$ cat config.mk
export PLATFORM = sky130hd
export DESIGN_NAME = lcd_ctrl
export DESIGN_NICKNAME = d
export VERILOG_FILES = /design/src/rtl/lcd_ctrl_pkg.sv /design/src/rtl/lcd_bus_txn.sv /design/src/rtl/lcd_ctrl.sv
export SDC_FILE = /design/constraint.sdc
export NUM_CORES = 1
export LEC_CHECK = 0
export ABC_AREA = 1
export CORE_ASPECT_RATIO = 1.4
export CORE_MARGIN = 5
export CORE_UTILIZATION = 45
export DETAILED_ROUTE_END_ITERATION = 8
export DONT_BUFFER_PORTS = 1
export PLACE_DENSITY_LB_ADDON = 0.12
export SLEW_MARGIN = 20
export SYNTH_ARGS = -nofsm -noshare
export SYNTH_HDL_FRONTEND = slang
export SYNTH_SLANG_ARGS = --single-unit
$ cat constraint.sdc
create_clock -name clk -period 1.91 [get_ports clk]
set_clock_uncertainty 0.15 [all_clocks]
set_input_delay 0.191 -clock clk [delete_from_list [all_inputs] [get_ports clk]]
set_output_delay 0.191 -clock clk [all_outputs]
set_load 0.01 [all_outputs]
$ cat src/rtl/lcd_ctrl_pkg.sv
// Shared codes, state encodings and select tables for the LCD control FSM
// and its bus-transaction sequencer.
package lcd_ctrl_pkg;

    localparam logic [1:0] SEL_CLEAR   = 2'd0;
    localparam logic [1:0] SEL_DISPON  = 2'd1;
    localparam logic [1:0] SEL_ENTRY   = 2'd2;
    localparam logic [1:0] SEL_FUNCSET = 2'd3;

    localparam logic [1:0] SRC_DIGIT = 2'd0;
    localparam logic [1:0] SRC_OP    = 2'd1;
    localparam logic [1:0] SRC_BLANK = 2'd2;

    localparam logic [3:0] INIT_LAST  = 4'd3;
    localparam logic [3:0] FRAME_LAST = 4'd9;

    typedef enum logic [1:0] {
        ST_POWERUP = 2'd0,
        ST_INIT    = 2'd1,
        ST_IDLE    = 2'd2,
        ST_FRAME   = 2'd3
    } ctrl_state_t;

    typedef enum logic [2:0] {
        TX_IDLE  = 3'd0,
        TX_SETUP = 3'd1,
        TX_EHI   = 3'd2,
        TX_HOLD  = 3'd3,
        TX_WAIT  = 3'd4
    } txn_state_t;

    typedef struct packed {
        logic [1:0] init_sel;
        logic       data_sel;
        logic [1:0] src;
        logic [1:0] index;
    } sel_t;

    function automatic sel_t init_step_sel(input logic [3:0] step);
        sel_t s;
        s.init_sel = SEL_CLEAR;
        s.data_sel = 1'b0;
        s.src      = SRC_BLANK;
        s.index    = 2'd0;
        case (step)
            4'd0:    s.init_sel = SEL_FUNCSET;
            4'd1:    s.init_sel = SEL_DISPON;
            4'd2:    s.init_sel = SEL_ENTRY;
            default: s.init_sel = SEL_CLEAR;
        endcase
        return s;
    endfunction

    // Frame order: clear, four digits, one blank, four mnemonic characters.
    function automatic sel_t frame_step_sel(input logic [3:0] step);
        sel_t s;
        s.init_sel = SEL_CLEAR;
        s.data_sel = 1'b0;
        s.src      = SRC_BLANK;
        s.index    = 2'd0;
        case (step)
            4'd1, 4'd2, 4'd3, 4'd4: begin
                s.data_sel = 1'b1;
                s.src      = SRC_DIGIT;
                s.index    = step[1:0] - 2'd1;
            end
            4'd5: begin
                s.data_sel = 1'b1;
                s.src      = SRC_BLANK;
            end
            4'd6, 4'd7, 4'd8, 4'd9: begin
                s.data_sel = 1'b1;
                s.src      = SRC_OP;
                s.index    = step[1:0] - 2'd2;
            end
            default: s.data_sel = 1'b0;
        endcase
        return s;
    endfunction

    function automatic logic is_clear_cmd(input sel_t s);
        return (s.data_sel == 1'b0) && (s.init_sel == SEL_CLEAR);
    endfunction

endpackage

$ cat src/rtl/lcd_bus_txn.sv
// One HD44780 write cycle: SETUP (bus valid), EHI (E high), HOLD (E low, bus
// still driven), WAIT (execution time), then a one-cycle done pulse.
module lcd_bus_txn import lcd_ctrl_pkg::*; #(
    parameter int SETUP_CYC      = 2,
    parameter int E_PULSE_CYC    = 12,
    parameter int CMD_WAIT_CYC   = 2000,
    parameter int CLEAR_WAIT_CYC = 82000,
    parameter int CNT_W          = 24
) (
    input  logic clk,
    input  logic rst_n,
    input  logic start,
    input  logic is_clear,
    output logic lcd_e,
    output logic db_sel,
    output logic done
);

    localparam logic [CNT_W-1:0] SETUP_LD = CNT_W'(SETUP_CYC - 1);
    localparam logic [CNT_W-1:0] EHI_LD   = CNT_W'(E_PULSE_CYC - 1);
    localparam logic [CNT_W-1:0] CMD_LD   = CNT_W'(CMD_WAIT_CYC - 1);
    localparam logic [CNT_W-1:0] CLR_LD   = CNT_W'(CLEAR_WAIT_CYC - 1);

    txn_state_t       state_r, state_nxt_s;
    logic [CNT_W-1:0] cnt_r, cnt_nxt_s;
    logic             clear_r, clear_nxt_s;
    logic             lcd_e_r, lcd_e_nxt_s;
    logic             db_sel_r, db_sel_nxt_s;
    logic             done_r, done_nxt_s;

    // Next-state and next-output decode; outputs describe the state being entered.
    always_comb begin
        state_nxt_s  = state_r;
        cnt_nxt_s    = cnt_r;
        clear_nxt_s  = clear_r;
        lcd_e_nxt_s  = 1'b0;
        db_sel_nxt_s = 1'b0;
        done_nxt_s   = 1'b0;
        case (state_r)
            TX_IDLE: begin
                if (start) begin
                    state_nxt_s  = TX_SETUP;
                    cnt_nxt_s    = SETUP_LD;
                    clear_nxt_s  = is_clear;
                    db_sel_nxt_s = 1'b1;
                end else begin
                    state_nxt_s = TX_IDLE;
                end
            end
            TX_SETUP: begin
                db_sel_nxt_s = 1'b1;
                if (cnt_r == '0) begin
                    state_nxt_s = TX_EHI;
                    cnt_nxt_s   = EHI_LD;
                    lcd_e_nxt_s = 1'b1;
                end else begin
                    cnt_nxt_s = cnt_r - CNT_W'(1);
                end
            end
            TX_EHI: begin
                db_sel_nxt_s = 1'b1;
                if (cnt_r == '0) begin
                    state_nxt_s = TX_HOLD;
                end else begin
                    cnt_nxt_s   = cnt_r - CNT_W'(1);
                    lcd_e_nxt_s = 1'b1;
                end
            end
            TX_HOLD: begin
                state_nxt_s = TX_WAIT;
                if (clear_r) begin
                    cnt_nxt_s = CLR_LD;
                end else begin
                    cnt_nxt_s = CMD_LD;
                end
            end
            TX_WAIT: begin
                if (cnt_r == '0) begin
                    state_nxt_s = TX_IDLE;
                    done_nxt_s  = 1'b1;
                end else begin
                    cnt_nxt_s = cnt_r - CNT_W'(1);
                end
            end
            default: state_nxt_s = TX_IDLE;
        endcase
    end

    // State, counter and registered strobes; reset drops lcd_e immediately.
    always_ff @(posedge clk or negedge rst_n) begin
        if (!rst_n) begin
            state_r  <= TX_IDLE;
            cnt_r    <= '0;
            clear_r  <= 1'b0;
            lcd_e_r  <= 1'b0;
            db_sel_r <= 1'b0;
            done_r   <= 1'b0;
        end else begin
            state_r  <= state_nxt_s;
            cnt_r    <= cnt_nxt_s;
            clear_r  <= clear_nxt_s;
            lcd_e_r  <= lcd_e_nxt_s;
            db_sel_r <= db_sel_nxt_s;
            done_r   <= done_nxt_s;
        end
    end

    assign lcd_e  = lcd_e_r;
    assign db_sel = db_sel_r;
    assign done   = done_r;

endmodule

$ cat src/rtl/lcd_ctrl.sv
// LCD control FSM: power-up wait, init command sequence, periodic refresh frames.
// Build option LCD_BLINK_EN enables the free-running blink phase generator.
module lcd_ctrl import lcd_ctrl_pkg::*; #(
    parameter int POWERUP_CYC    = 750000,
    parameter int SETUP_CYC      = 2,
    parameter int E_PULSE_CYC    = 12,
    parameter int CMD_WAIT_CYC   = 2000,
    parameter int CLEAR_WAIT_CYC = 82000,
    parameter int REFRESH_CYC    = 2500000,
`ifdef LCD_BLINK_EN
    parameter int BLINK_CYC      = 12500000,
`endif
    parameter int CNT_W          = 24
) (
    input  logic       clk,
    input  logic       rst_n,
    input  logic       refresh_req,
    output logic [1:0] init_sel,
    output logic       data_sel,
    output logic       db_sel,
    output logic [1:0] state,
    output logic [1:0] index,
    output logic       blink,
    output logic       lcd_e,
    output logic       lcd_rs,
    output logic       lcd_rw,
    output logic       busy,
    output logic       init_done
);

    localparam logic [CNT_W-1:0] POWERUP_LD = CNT_W'(POWERUP_CYC - 1);
    localparam logic [CNT_W-1:0] REFRESH_LD = CNT_W'(REFRESH_CYC - 1);

    ctrl_state_t      state_r, state_nxt_s;
    logic [CNT_W-1:0] timer_r, timer_nxt_s;
    logic [3:0]       step_r, step_nxt_s;
    logic             pending_r, pending_nxt_s;
    logic             start_r, start_nxt_s;
    logic             clear_r, clear_nxt_s;
    logic             init_done_r, init_done_nxt_s;
    logic             busy_r, busy_nxt_s;
    logic             lcd_rs_r;
    sel_t             sel_r, sel_nxt_s;
    logic             txn_done_s;

    // Sequencing of power-up, init commands, idle refresh timing and frames.
    always_comb begin
        state_nxt_s     = state_r;
        step_nxt_s      = step_r;
        start_nxt_s     = 1'b0;
        init_done_nxt_s = init_done_r;
        pending_nxt_s   = pending_r | refresh_req;
        sel_nxt_s       = sel_r;
        if (timer_r == '0) begin
            timer_nxt_s = '0;
        end else begin
            timer_nxt_s = timer_r - CNT_W'(1);
        end
        case (state_r)
            ST_POWERUP: begin
                if (timer_r == '0) begin
                    state_nxt_s = ST_INIT;
                    step_nxt_s  = 4'd0;
                    sel_nxt_s   = init_step_sel(4'd0);
                    start_nxt_s = 1'b1;
                end else begin
                    state_nxt_s = ST_POWERUP;
                end
            end
            ST_INIT: begin
                if (txn_done_s && (step_r == INIT_LAST)) begin
                    state_nxt_s     = ST_IDLE;
                    init_done_nxt_s = 1'b1;
                end else if (txn_done_s) begin
                    step_nxt_s  = step_r + 4'd1;
                    sel_nxt_s   = init_step_sel(step_r + 4'd1);
                    start_nxt_s = 1'b1;
                end else begin
                    state_nxt_s = ST_INIT;
                end
            end
            // The timer is already expired after power-up, so the first frame follows init.
            ST_IDLE: begin
                if ((timer_r == '0) || pending_r || refresh_req) begin
                    state_nxt_s   = ST_FRAME;
                    timer_nxt_s   = REFRESH_LD;
                    pending_nxt_s = 1'b0;
                    step_nxt_s    = 4'd0;
                    sel_nxt_s     = frame_step_sel(4'd0);
                    start_nxt_s   = 1'b1;
                end else begin
                    state_nxt_s = ST_IDLE;
                end
            end
            ST_FRAME: begin
                if (txn_done_s && (step_r == FRAME_LAST)) begin
                    state_nxt_s = ST_IDLE;
                end else if (txn_done_s) begin
                    step_nxt_s  = step_r + 4'd1;
                    sel_nxt_s   = frame_step_sel(step_r + 4'd1);
                    start_nxt_s = 1'b1;
                end else begin
                    state_nxt_s = ST_FRAME;
                end
            end
            default: state_nxt_s = ST_POWERUP;
        endcase
        if (start_nxt_s) begin
            clear_nxt_s = is_clear_cmd(sel_nxt_s);
        end else begin
            clear_nxt_s = clear_r;
        end
        busy_nxt_s = (state_nxt_s != ST_IDLE);
    end

    // Controller registers; selects move only together with a new start pulse.
    always_ff @(posedge clk or negedge rst_n) begin
        if (!rst_n) begin
            state_r        <= ST_POWERUP;
            timer_r        <= POWERUP_LD;
            step_r         <= 4'd0;
            pending_r      <= 1'b0;
            start_r        <= 1'b0;
            clear_r        <= 1'b0;
            init_done_r    <= 1'b0;
            busy_r         <= 1'b1;
            lcd_rs_r       <= 1'b0;
            sel_r.init_sel <= SEL_FUNCSET;
            sel_r.data_sel <= 1'b0;
            sel_r.src      <= SRC_BLANK;
            sel_r.index    <= 2'd0;
        end else begin
            state_r     <= state_nxt_s;
            timer_r     <= timer_nxt_s;
            step_r      <= step_nxt_s;
            pending_r   <= pending_nxt_s;
            start_r     <= start_nxt_s;
            clear_r     <= clear_nxt_s;
            init_done_r <= init_done_nxt_s;
            busy_r      <= busy_nxt_s;
            lcd_rs_r    <= sel_nxt_s.data_sel;
            sel_r       <= sel_nxt_s;
        end
    end

    lcd_bus_txn #(
        .SETUP_CYC      (SETUP_CYC),
        .E_PULSE_CYC    (E_PULSE_CYC),
        .CMD_WAIT_CYC   (CMD_WAIT_CYC),
        .CLEAR_WAIT_CYC (CLEAR_WAIT_CYC),
        .CNT_W          (CNT_W)
    ) u_txn (
        .clk      (clk),
        .rst_n    (rst_n),
        .start    (start_r),
        .is_clear (clear_r),
        .lcd_e    (lcd_e),
        .db_sel   (db_sel),
        .done     (txn_done_s)
    );

`ifdef LCD_BLINK_EN
    localparam logic [CNT_W-1:0] BLINK_LD = CNT_W'(BLINK_CYC - 1);
    logic [CNT_W-1:0] blink_cnt_r;
    logic             blink_r;

    // Free-running blink phase, independent of the controller state.
    always_ff @(posedge clk or negedge rst_n) begin
        if (!rst_n) begin
            blink_cnt_r <= '0;
            blink_r     <= 1'b0;
        end else if (blink_cnt_r == BLINK_LD) begin
            blink_cnt_r <= '0;
            blink_r     <= ~blink_r;
        end else begin
            blink_cnt_r <= blink_cnt_r + CNT_W'(1);
        end
    end

    assign blink = blink_r;
`else
    assign blink = 1'b0;
`endif

    assign init_sel  = sel_r.init_sel;
    assign data_sel  = sel_r.data_sel;
    assign state     = sel_r.src;
    assign index     = sel_r.index;
    assign lcd_rs    = lcd_rs_r;
    assign lcd_rw    = 1'b0;
    assign busy      = busy_r;
    assign init_done = init_done_r;

endmodule

==> run summary <==
Fillers -> 827
Vias in the first global route -> 3691
WP data arrival -> 1970 ps
Cell Area, Synth -> 4257 sq um
Clock sinks -> 73
DRC viols -> 0
Leakage -> 2.797 nW
Count of final hold-check violations -> 73
Peak supply drop -> 0.4479 mV
Layout overhead on the synthesized area -> 29.16%
Non-filler instance count after layout -> 747
Vias per Instance -> 5.203
Post-synth cell types -> 41
Post-route minimum period -> 1900 ps
Initial Utilization -> 45.51%
Placed cell area -> 4686 sq um
Reg clk slew, reported paths -> 60 ps
Total CTS buffers -> 9
Post-synthesis sequential area ratio -> 43.42%
CP Max Fanout -> 8
CTS Buffer Depth -> 2
Outcome -> complete, but fails checks
Post-synth EDFFs -> 0
CTS root buffer -> clkbuf_16
Crit path kind -> reg2reg
R2R setup slack -> 10 ps
Post-DR wirelength/cell -> 13.90 um
Fin util -> 58.77%
Final setup violating endpoints -> 0
Initial antenna violation count -> 0
Leading cell type in the layout, fill and taps excluded -> nand2_1
Unrepaired setup endpoints after global routing -> yes
DR vias -> 3887
Die Ht -> 125.1 um
H-tree depth -> 3
Worst-Skew Late Latency -> 330 ps
Hold Buf Count CTS -> 1
Nets -> 642
Most frequent cells in the layout -> 125 x nand2_1, 85 x nor2_1, 59 x buf_4
Synthesized instance count -> 563
Worst Hold Margin -> -602.6 ps
Largest net degree at the start of global routing -> 74
HP Class -> in2async
Register-to-Register Path Depth -> 10
Switching power -> 661.1 uW
Detail Route Antenna Nets -> 0
Share of layout cells above drive strength 1 -> 31.71%
Fraction of registers with async set/reset -> 100.0%
Die area -> 11530 sq um
Clock tree from TritonCTS -> done
Placed Instances -> 711
First-pass GRT wire length -> 16930 um
Placement Setup Slack -> -91.28 ps
Synth top area share -> 32.92%
CP Launch Type -> flip-flop
Final worst slack -> 10.29 ps
CP Capture Type -> flip-flop
Detailed placement HPWL -> 7247 um
Most area-hungry cell type in the Yosys netlist -> dfrtp_1
Die width -> 92.20 um
Core area -> 9354 sq um
RR Endpoint -> u_txn.cnt_r[8]
Internal -> 2.601 mW
Ys Warns -> 0
Failing checks -> negative hold slack
Design area -> 5498 sq um
PortBufs -> 0
FF-to-FF Start -> u_txn.state_r[0]
Final period utilization -> 99.46%
Row count -> 42
Power per Cell Area -> 593.3 nW/um^2
Reg power frac -> 47.5%
DRT Pass-1 Iters -> 4
Switching share of power -> 20.27%
WL final -> 10380 um
Logic pwr share -> 0.1%
Synth Flop Type -> dfrtp_1
Req. time, crit path -> 1980 ps
Crit. Startpoint -> u_txn.state_r[0]
Clock power frac -> 52.4%
Diode count -> 0
I/O pin count -> 17
Fmax achieved -> 526.4 MHz
Maxcap violations -> 0
Grt total ovfl -> 0
Syn Area/Cell -> 7.561 sq um
Placer Congestion -> 0.9088
Total GRT Usage -> 18.03%
Starting DRC count in detailed routing -> 121
Final Slew Violations -> 0
Synth top area cells -> dfrtp_1 33%, nand2_1 12%, dfstp_2 10%
Synth Register Bits -> 73
## layer usage
| layer | up-vias | GRT usage (%) | wire length, um | share of wire (%) |
|---|---|---|---|---|
| met2 | 69 | 31.28 | 5478 | 53 |
| met3 | 30 | 3.305 | 252 | 2.4 |
| met5 | - | 0 | 0 | 0 |
| met4 | 0 | 9.711 | 402 | 3.9 |
| li1 | 1928 | - | - | - |
| met1 | 1860 | 20.86 | 4249 | 41 |
## timing repair
item / 4_1_cts / 5_1_grt
setup buffers: 1 / 17
setup endpoints to repair: 12 / 58
endpoints found under the hold margin: 74 / 73
cloned: 0 / 1
pin swaps: 1 / 32
gates resized for setup: 9 / 99
## registers in the layout, summed over array words and instances (netlist names)
name           flops
busy               1
clear_r            1
data_sel           1
index              2
init_done          1
init_sel           2
pending_r          1
start_r            1
state              2
state_r            2
step_r             4
timer_r           24
u_txn.clear_r      1
u_txn.cnt_r       24
u_txn.db_sel       1
u_txn.done         1
u_txn.lcd_e        1
u_txn.state_r      3
## critical path, cell delays in order (launching register included)
cell and delay (ps):
dfrtp_1 430, inv_2 130, nand2_4 60, nor2_4 110
nor2_4 50, o21ai_2 60, a21oi_2 60, a21oi_4 310
clkinv_4 180, a21oi_2 170, nand2_1 60
## power groups by stage
stage	clock, mW	sequential (mW)	combinational, mW
finish	1.71	1.55	0.00351
global route	1.81	1.55	0.00390
CTS	1.75	1.55	0.00337
detailed placement	0	1.58	0.00172
global placement	0	1.58	0.00172
floorplan	0	1.58	0.00476
## worst max path at each step
stage                     slack [ps]  depth (start not counted)              to
after global placement           -50                         12       step_r[2]
after detailed placement         -90                         12       step_r[1]
final                             10                         10  u_txn.cnt_r[8]
after global routing            -120                         12         clear_r
after floorplan                   70                         10  u_txn.cnt_r[0]
after CTS                          3                         12       step_r[2]
## logic make-up after synthesis
| family | share of synthesized area, % |
|---|---|
| AOI/OAI and AO/OA | 8.025 |
| xor gates and xnor gates | 6.584 |
| adders and majority gates | 2.058 |
| buffers and inverters | 7.437 |
| DFF | 43.42 |
| muxes | 0.2645 |
| other | 0.08810 |
| and+or+nand+nor | 32.13 |
## cell usage after synthesis (7+ instances only)
| master | instances |
|---|---|
| a21oi_1 | 13 |
| nor3_1 | 13 |
| nor2_1 | 97 |
| ha_1 | 7 |
| xor2_1 | 28 |
| inv_1 | 60 |
| or2_2 | 7 |
| nand3_1 | 31 |
| o21ai_1 | 10 |
| dfstp_2 | 17 |
| o21ai_0 | 24 |
| dfrtp_1 | 56 |
| nand2_1 | 140 |
## metrics by stage
stage / TNS (ps) / power (mW)
6_report: 0 / 3.262
5_1_grt: -1715 / 3.366
4_1_cts: 0 / 3.301
3_5_place_dp: -473.8 / 1.577
3_3_place_gp: -253.3 / 1.577
2_1_floorplan: 0 / 1.580
## layout make-up
class	instances	area, sq um	area share, %
inverters	66	262.8	4.779
repair inverters	1	6.256	0.1138
multi-input cells	415	2416	43.95
repair buffers	66	520.5	9.467
clock buffers	10	239.0	4.347
clock inverters	6	65.06	1.183
flip-flops and latches	73	1851	33.66
well taps	110	137.6	2.503
Note: power is estimated with default switching activity, not from simulation.
